===== config.mk =====
export PLATFORM = sky130hd
export DESIGN_NAME = cam_write_decoder_5_32
export DESIGN_NICKNAME = d
export VERILOG_FILES = /design/src/rtl/cam_write_decoder_5_32_pkg.sv /design/src/rtl/cam_write_decoder_5_32_decoder.sv /design/src/rtl/cam_write_decoder_5_32.sv
export SDC_FILE = /design/constraint.sdc
export NUM_CORES = 1
export LEC_CHECK = 0
export ABC_AREA = 1
export BUFFER_PORTS_ARGS = -buffer_cell sky130_fd_sc_hd__clkbuf_2
export CAP_MARGIN = 20
export CORE_ASPECT_RATIO = 0.8
export CORE_MARGIN = 2
export CORE_UTILIZATION = 40
export DETAILED_ROUTE_END_ITERATION = 16
export GPL_TIMING_DRIVEN = 0
export PLACE_DENSITY = 0.65
export SYNTH_ARGS = -nofsm -noshare
export SYNTH_HDL_FRONTEND = slang
export SYNTH_SLANG_ARGS = --single-unit

===== constraint.sdc =====
create_clock -name clk_i -period 1.45 [get_ports clk_i]
set_input_delay 0.0725 -clock clk_i [delete_from_list [all_inputs] [get_ports clk_i]]
set_output_delay 0.0725 -clock clk_i [all_outputs]
set_load 0.02 [all_outputs]

===== src/rtl/cam_write_decoder_5_32_pkg.sv =====
// Shared CAM definitions: geometry constants, write-port FSM states and request record.
package cam_write_decoder_5_32_pkg;

  localparam int CAM_ENTRIES = 32;
  localparam int CAM_IDX_W   = 5;
  localparam int CAM_DATA_W  = 32;

  typedef enum logic {
    IDLE  = 1'b0,
    FLUSH = 1'b1
  } cam_wr_state_e;

  typedef struct packed {
    logic [CAM_IDX_W-1:0]  idx;
    logic [CAM_DATA_W-1:0] data;
    logic                  inv;
  } cam_wr_req_t;

endpackage


===== src/rtl/cam_write_decoder_5_32_decoder.sv =====
// Purpose: 5-to-32 one-hot decoder shared by the request index and the flush sweep counter.
// Latency: combinational.
// Backpressure: none.
module decoder_5_32
  import cam_write_decoder_5_32_pkg::*;
(
  input  logic [CAM_IDX_W-1:0]   idx,
  output logic [CAM_ENTRIES-1:0] onehot
);

  always_comb begin
    onehot      = '0;
    onehot[idx] = 1'b1;
  end

endmodule


===== src/rtl/cam_write_decoder_5_32.sv =====
// Purpose: CAM write port; registered one-hot write-enable and data, valid vector, live count, flush sweep.
// Latency: 1 cycle from accepted request (or sweep step) to we_o/data_o/valid_vec_o/valid_cnt_o.
// Backpressure: wr_ready_o low while flushing or when flush_i is seen; held requests wait for IDLE.
module cam_write_decoder_5_32
  import cam_write_decoder_5_32_pkg::*;
#(
  parameter int DATA_W    = CAM_DATA_W,
  parameter int N_ENTRIES = CAM_ENTRIES,
  parameter int IDX_W     = CAM_IDX_W
) (
  input  logic                 clk_i,
  input  logic                 rst_i,
  input  logic                 wr_valid_i,
  output logic                 wr_ready_o,
  input  logic [IDX_W-1:0]     wr_idx_i,
  input  logic [DATA_W-1:0]    wr_data_i,
  input  logic                 wr_inv_i,
  input  logic                 flush_i,
  output logic [N_ENTRIES-1:0] we_o,
  output logic [DATA_W-1:0]    data_o,
  output logic [N_ENTRIES-1:0] valid_vec_o,
  output logic [IDX_W:0]       valid_cnt_o,
  output logic                 busy_o
);

  cam_wr_state_e          state_q, state_d;
  logic [IDX_W-1:0]       sweep_q, sweep_d;
  logic [N_ENTRIES-1:0]   we_d;
  logic [DATA_W-1:0]      data_d;
  logic [N_ENTRIES-1:0]   vec_d;
  logic [IDX_W:0]         cnt_d;
  logic [N_ENTRIES-1:0]   req_onehot;
  logic [N_ENTRIES-1:0]   sweep_onehot;
  cam_wr_req_t            req;
  logic                   accept;

  assign req.idx  = wr_idx_i;
  assign req.data = wr_data_i;
  assign req.inv  = wr_inv_i;

  assign wr_ready_o = (state_q == IDLE) && !flush_i;
  assign accept     = wr_valid_i && wr_ready_o;
  assign busy_o     = (state_q == FLUSH);

  decoder_5_32 u_req_dec (
    .idx    (req.idx),
    .onehot (req_onehot)
  );

  decoder_5_32 u_sweep_dec (
    .idx    (sweep_q),
    .onehot (sweep_onehot)
  );

  always_comb begin
    state_d = state_q;
    sweep_d = sweep_q;
    we_d    = '0;
    data_d  = data_o;
    vec_d   = valid_vec_o;
    cnt_d   = valid_cnt_o;
    case (state_q)
      IDLE: begin
        if (flush_i) begin
          state_d = FLUSH;
          sweep_d = '0;
        end else if (accept) begin
          we_d = req_onehot;
          if (req.inv) begin
            data_d         = '0;
            vec_d[req.idx] = 1'b0;
            if (valid_vec_o[req.idx]) cnt_d = valid_cnt_o - 1'b1;
          end else begin
            data_d         = req.data;
            vec_d[req.idx] = 1'b1;
            if (!valid_vec_o[req.idx]) cnt_d = valid_cnt_o + 1'b1;
          end
        end
      end
      FLUSH: begin
        // flush_i is deliberately not looked at here: a re-pulse never restarts the sweep
        we_d           = sweep_onehot;
        data_d         = '0;
        vec_d[sweep_q] = 1'b0;
        if (valid_vec_o[sweep_q]) cnt_d = valid_cnt_o - 1'b1;
        sweep_d = sweep_q + 1'b1;
        if (&sweep_q) begin
          state_d = IDLE;
          sweep_d = '0;
        end
      end
      default: begin
        state_d = IDLE;
        sweep_d = '0;
      end
    endcase
  end

  always_ff @(posedge clk_i) begin
    if (rst_i) begin
      state_q     <= IDLE;
      sweep_q     <= '0;
      we_o        <= '0;
      data_o      <= '0;
      valid_vec_o <= '0;
      valid_cnt_o <= '0;
    end else begin
      state_q     <= state_d;
      sweep_q     <= sweep_d;
      we_o        <= we_d;
      data_o      <= data_d;
      valid_vec_o <= vec_d;
      valid_cnt_o <= cnt_d;
    end
  end

endmodule


**Word-level counts from Yosys, hierarchy flattened**

Cells that the tools add are included.

- Flip-flop bits (word level): 108
- Bits of input ports: 42
- Output and inout port bits: 104
- Logic and storage cells: 65

- $add $sub $neg: 3
- Order comparisons: 4
- Equal/unequal tests: 6
- Multiplexer cells: 32
- Bitwise logic cells: 6
- Reduce and logical (&&, ||, !) cells: 8

Operator list:

| kind | number |
|---|---|
| 32-bit 2-to-1 mux | 8 |
| 32-bit case mux with 2 select lines | 3 |
| 32-bit bitwise AND | 2 |
| 32-bit NOT | 2 |
| 6-bit 2-to-1 mux | 6 |
| 32-bit OR | 1 |
| 5-bit by 6-bit < comparator with 1-bit output, second input constant | 2 |
| 6-bit case mux with 2 select lines | 1 |
| 1-bit binary-select mux with 5-bit select | 2 |
| 1-bit demux with 5-bit select | 2 |
| 5-bit by 1-bit >= comparator with 1-bit output, second input constant | 2 |
| 5-bit 2-to-1 mux | 2 |
| 5-bit case mux with 2 select lines | 1 |
| 5-bit AND reduction | 2 |
| 6-bit by 1-bit adder with 6-bit output, second input constant | 1 |
| 1-bit 2-to-1 mux | 6 |
| 2-bit inequality test, second input constant | 3 |
| 6-bit by 1-bit subtractor with 6-bit output, second input constant | 1 |
| 5-bit by 1-bit adder with 5-bit output, second input constant | 1 |
| 1-bit logical AND | 4 |
| 3-bit by 2-bit inequality test with 1-bit output, second input constant | 1 |
| 3-bit inequality test, second input constant | 1 |
| 2-bit by 1-bit inequality test with 1-bit output, second input constant | 1 |
| 1-bit case mux with 2 select lines | 1 |
| 3 further kinds | 3 |

**Logic depth before layout (Yosys ltp)**

- Depth in word-level cells: 10
- Gate-level depth with buffers: 16
- Depth with buffers taken out: 15

**Modules after synthesis**

From an unflattened synthesis, not the netlist that was laid out.

- Cells, all modules: 900
- Area total of the unflattened synthesis: 5718.0 µm²

Modules (own cells, without submodules):

| module | times used | cells an instance | area each (µm²) | sequential area each (µm²) |
|---|---|---|---|---|
| cam_write_decoder_5_32 | 1 | 800 | 5327.6 | 2162.1 |
| decoder_5_32 | 2 | 50 | 195.2 | 0.0 |

**Least setup slack after synthesis**

Ideal clock, no wire load.

- Path kind: register to register
- Start point: register sweep_q[0]
- End point: register valid_cnt_o[1]
- Arrival: 1.497 ns
- Data required time: 1.337 ns
- Slack: -0.160 ns
- Stages on the path, launching flop included: 14
- Period minus slack after synthesis: 1.610 ns
- Cell sequence: dfxtp_1 > buf_4 > buf_2 > nand2_1 > nand2_1 > nand2_1 > a21oi_1 > nor2_1 > nand3_1 > nand2_2 > nor2_4 > nand2_1 > nand2_1 > nor2_1

- Word-level cells in the longest chain between the ends: 4

RTL lines:

| element | RTL line | source |
|---|---|---|
| start: declaration | cam_write_decoder_5_32.sv:27 | `logic [IDX_W-1:0] sweep_q, sweep_d;` |
| start signal: assignment | cam_write_decoder_5_32.sv:109 | `sweep_q <= sweep_d;` |
| 1-bit binary-select mux with 5-bit select | cam_write_decoder_5_32.sv:85 | `if (valid_vec_o[sweep_q]) cnt_d = valid_cnt_o - 1'b1;` |
| 1-bit 2-to-1 mux (implied by the code) | cam_write_decoder_5_32.sv:85 |  |
| 2-bit by 1-bit inequality test with 1-bit output (no source line) | n/a |  |
| 5-bit AND reduction (no source line) | n/a |  |
| end signal: assignment | cam_write_decoder_5_32.sv:113 | `valid_cnt_o <= cnt_d;` |
| end: declaration | cam_write_decoder_5_32.sv:22 | `output logic [IDX_W:0] valid_cnt_o,` |

Every way passes these cells. The select of a mux whose other input is x is not followed.
A chain may end at the register's enable or synchronous reset.

**Final worst setup path**

Ends and elaborated chain as after synthesis.

==> results.toml <==
[outcome]
run_status = "complete, but fails checks"
violations = "setup timing"

[die]
dieArea_um2 = 14000
start_util = 0.408
fp.dieW_um = 132
die_h_um = 106
core_um2 = 12800
num_rows = 37
io_pins = 146

[synth]
synth_seq_area_share = 0.414
synthDistinctLibCells = 33
syn-cell-area_um2 = 5220
synth_fp_nets = 841
synth.yosys.warnings = 0
synthesis.instances = 792
avgSynthCellArea_um2 = 6.59
ys_ff_latch = 108

[critical_path]
cp.arrival_ns = 1.97
r2r_start = "sweep_q[0]$_SDFFE_PP0P_"
path_delay_family = "simple AND/OR/NAND/NOR gates"
r2r_cells = 16
crit_path_cell_trace = "buf_8 > inv_8 > buf_6 > nand2_2 > nand2_1 > nand2_1 > nand2_1 > nand2_1 > nand2_2 > nor2_4 > nand3_4 > nand2_4 > nor2_4 > nand2_1 > nand2_1 > nor2_1"
cp.required_ns = 1.70
crit_path_start_kind = "flip-flop"
r2r-end = "valid_cnt_o[1]$_SDFFE_PP0P_"
max_stage_delay_ns = 0.34
crit_cells = 16
cp-end-kind = "flip-flop"
critPathBufInv = 3
r2r_slack_ns = -0.27
crit_fanout = 7
crit_path_top_delay_cell = "dfxtp_2"
cp_common_cell = "nand2_1"
crit_type = "flip-flop to flip-flop"

[worst_hold_path]
hold_depth = 4
holdPathEnd = "sweep_q[1]$_SDFFE_PP0P_"
hold_class = "primary input to flip-flop"
hold_path.startpoint = "flush_i"

[grt]
antenna_found_initial = 0
grt_usage = 0.250
grt_start_max_net_pins = 20
grt_pass1_vias = 5398
grt_pass1_wl_mm = 27.9
gr-total-overflow = 0

[cells_and_area]
drive_gt1_frac = 0.330
final_common_cell = "nand2_1"
utilization = 0.594
nFillCells = 1223
final_cell_mix = "nand2_1, clkbuf_2, dfxtp_1"
design_area_um2 = 7590
nets = 1047
diodes = 0
area_delta_synth_final_pct = 45.4
finalNonFillerCells = 1178

[cts]
numCtsBuffers = 9
clk-insertion-delay-late_ns = 0.36
cts_tree = "built"
clkSinkCount = 108
cts_root_buf = "clkbuf_16"
cts_buffer_depth = 2
htreeDepth = 3
clk_pin_slew_worst_paths_ns = 0.07

[placed_design]
place_area_um2 = 6190
hpwl_mm = 12.3
gp_congestion = 0.960
pre_cts_ws_ns = -0.555
dp_cells = 1111
io_buffers = 144

[power]
power.leakage_nw = 3.23
powerDensity_nw_per_um2 = 895
ir_drop_uv = 569

[route]
antenna_left = 0
drt_pre_antenna_iters = 5
drc_errors = 0
viasPerCell = 5.03
vias = 5927
wl_mm = 18.1
wire_per_inst_um = 15.3
drt_iter0_markers = 598

[timing]
finalCritPeriodShare = 1.19
drv_slew = 0
period_minus_slack_ns = 1.72
rsz0062_at_grt = "true"
fmax_ghz = 0.581
fin_worst_skew_ns = 0.00929
finalHoldViolations = 0
slew_headroom = 0.537
worst_pin_slew_ns = 0.689
setup_viol = 11
setup_slack_ns = -0.270

[job]
max-cap-violations = 0
-- synth_stat cells --
cell,number,share of area
nor3_2,4,0.0077
a211oi_1,1,0.0014
nor2_1,91,0.065
o21ai_1,7,0.0067
a31oi_1,16,0.019
nor3_1,12,0.012
xnor2_1,1,0.0017
dfxtp_1,108,0.41
nand2_2,2,0.0024
a32oi_1,1,0.0017
o21a_1,1,0.0014
or2_1,1,0.0012
nor2_4,1,0.0022
inv_1,60,0.043
a21oi_1,82,0.079
clkbuf_1,26,0.019
nand3_1,26,0.025
inv_2,5,0.0036
buf_4,2,0.0029
buf_6,1,0.0022
o21ai_0,24,0.023
o32ai_1,1,0.0017
a221oi_1,1,0.0017
inv_4,1,0.0012
ha_1,7,0.017
buf_2,7,0.0067
nor3_4,2,0.0062
buf_1,2,0.0014
xor2_1,9,0.015
nand2_1,274,0.20
nor2_2,6,0.0072
nand4_1,8,0.0096
clkinv_1,2,0.0014
-- cell type report --
class	count	area, um2	share of cell area
flip-flops and latches	108	2180	0.287
repair buffers	198	1280	0.169
clock buffers	9	225	0.0297
multi-input cells	578	3100	0.409
inverters	68	287	0.0378
well taps	175	219	0.0289
plain buffers	35	205	0.0270
clock inverters	7	81.3	0.0107
-- repair_timing --
item,in CTS,in global routing
hold buffers,32,0
buffers inserted,18,4
pin swaps,24,17
setup endpoints to repair,105,75
resized for setup,102,93
cloned,1,0
hold endpoints to repair,32,0
-- report_power, final --
| part | internal [W] | leakage, nW | total [W] | switching (W) |
|---|---|---|---|---|
| Sequential | 0.00302 | 0.879 | 0.00306 | 0.0000455 |
| Clock | 0.00137 | 0.153 | 0.00257 | 0.00120 |
| Combinational | 0.000427 | 2.20 | 0.00116 | 0.000730 |
| Total | 0.00482 | 3.23 | 0.00679 | 0.00197 |
-- metal layers --
| metal | track usage | part of all wire | wire [um] | up-vias |
|---|---|---|---|---|
| li1 | - | - | - | 2934 |
| met1 | 0.340 | 0.46 | 8230 | 2703 |
| met2 | 0.403 | 0.45 | 8100 | 256 |
| met3 | 0.0515 | 0.076 | 1380 | 34 |
| met4 | 0.0730 | 0.019 | 345 | 0 |
| met5 | 0 | 0 | 0 | - |
-- stage by stage --
step | power [W] | TNS [ns] | hold WS, ns
2_1_floorplan | 0.00371 | -0.268 | 0.209
3_3_place_gp | 0.00401 | -32.55 | 0.306
3_5_place_dp | 0.00401 | -31.79 | 0.310
4_1_cts | 0.00673 | -1.46 | 0.0420
5_1_grt | 0.00704 | -2.93 | 0.0710
6_report | 0.00679 | -1.65 | 0.0643
-- worst max path at each step --
stage / startpoint / to / slack [ns]
finish: sweep_q[0]$_SDFFE_PP0P_ / valid_cnt_o[1]$_SDFFE_PP0P_ / -0.27
global route: sweep_q[0]$_SDFFE_PP0P_ / valid_cnt_o[1]$_SDFFE_PP0P_ / -0.39
CTS: sweep_q[0]$_SDFFE_PP0P_ / valid_cnt_o[4]$_SDFFE_PP0P_ / -0.24
detailed placement: wr_idx_i[1] / flip-flop / -0.56
global placement: wr_idx_i[1] / flip-flop / -0.58
floorplan: sweep_q[0]$_SDFFE_PP0P_ / valid_cnt_o[1]$_SDFFE_PP0P_ / -0.06
-- worst min-delay path: stages --
cell	delay, ns
clkbuf_2	0.13
nor2_4	0.06
nand2_1	0.06
a21oi_1	0.06
-- kinds of logic after synthesis --
logic type      count (synthesis)  share of synthesized area
simple gates                  427                      0.335
buf+inv                       106                     0.0813
fa+ha+maj                       7                     0.0168
flops                         108                      0.414
xor+xnor                       10                     0.0168
compound gates                134                      0.135
(Power assumes the default switching activity.)
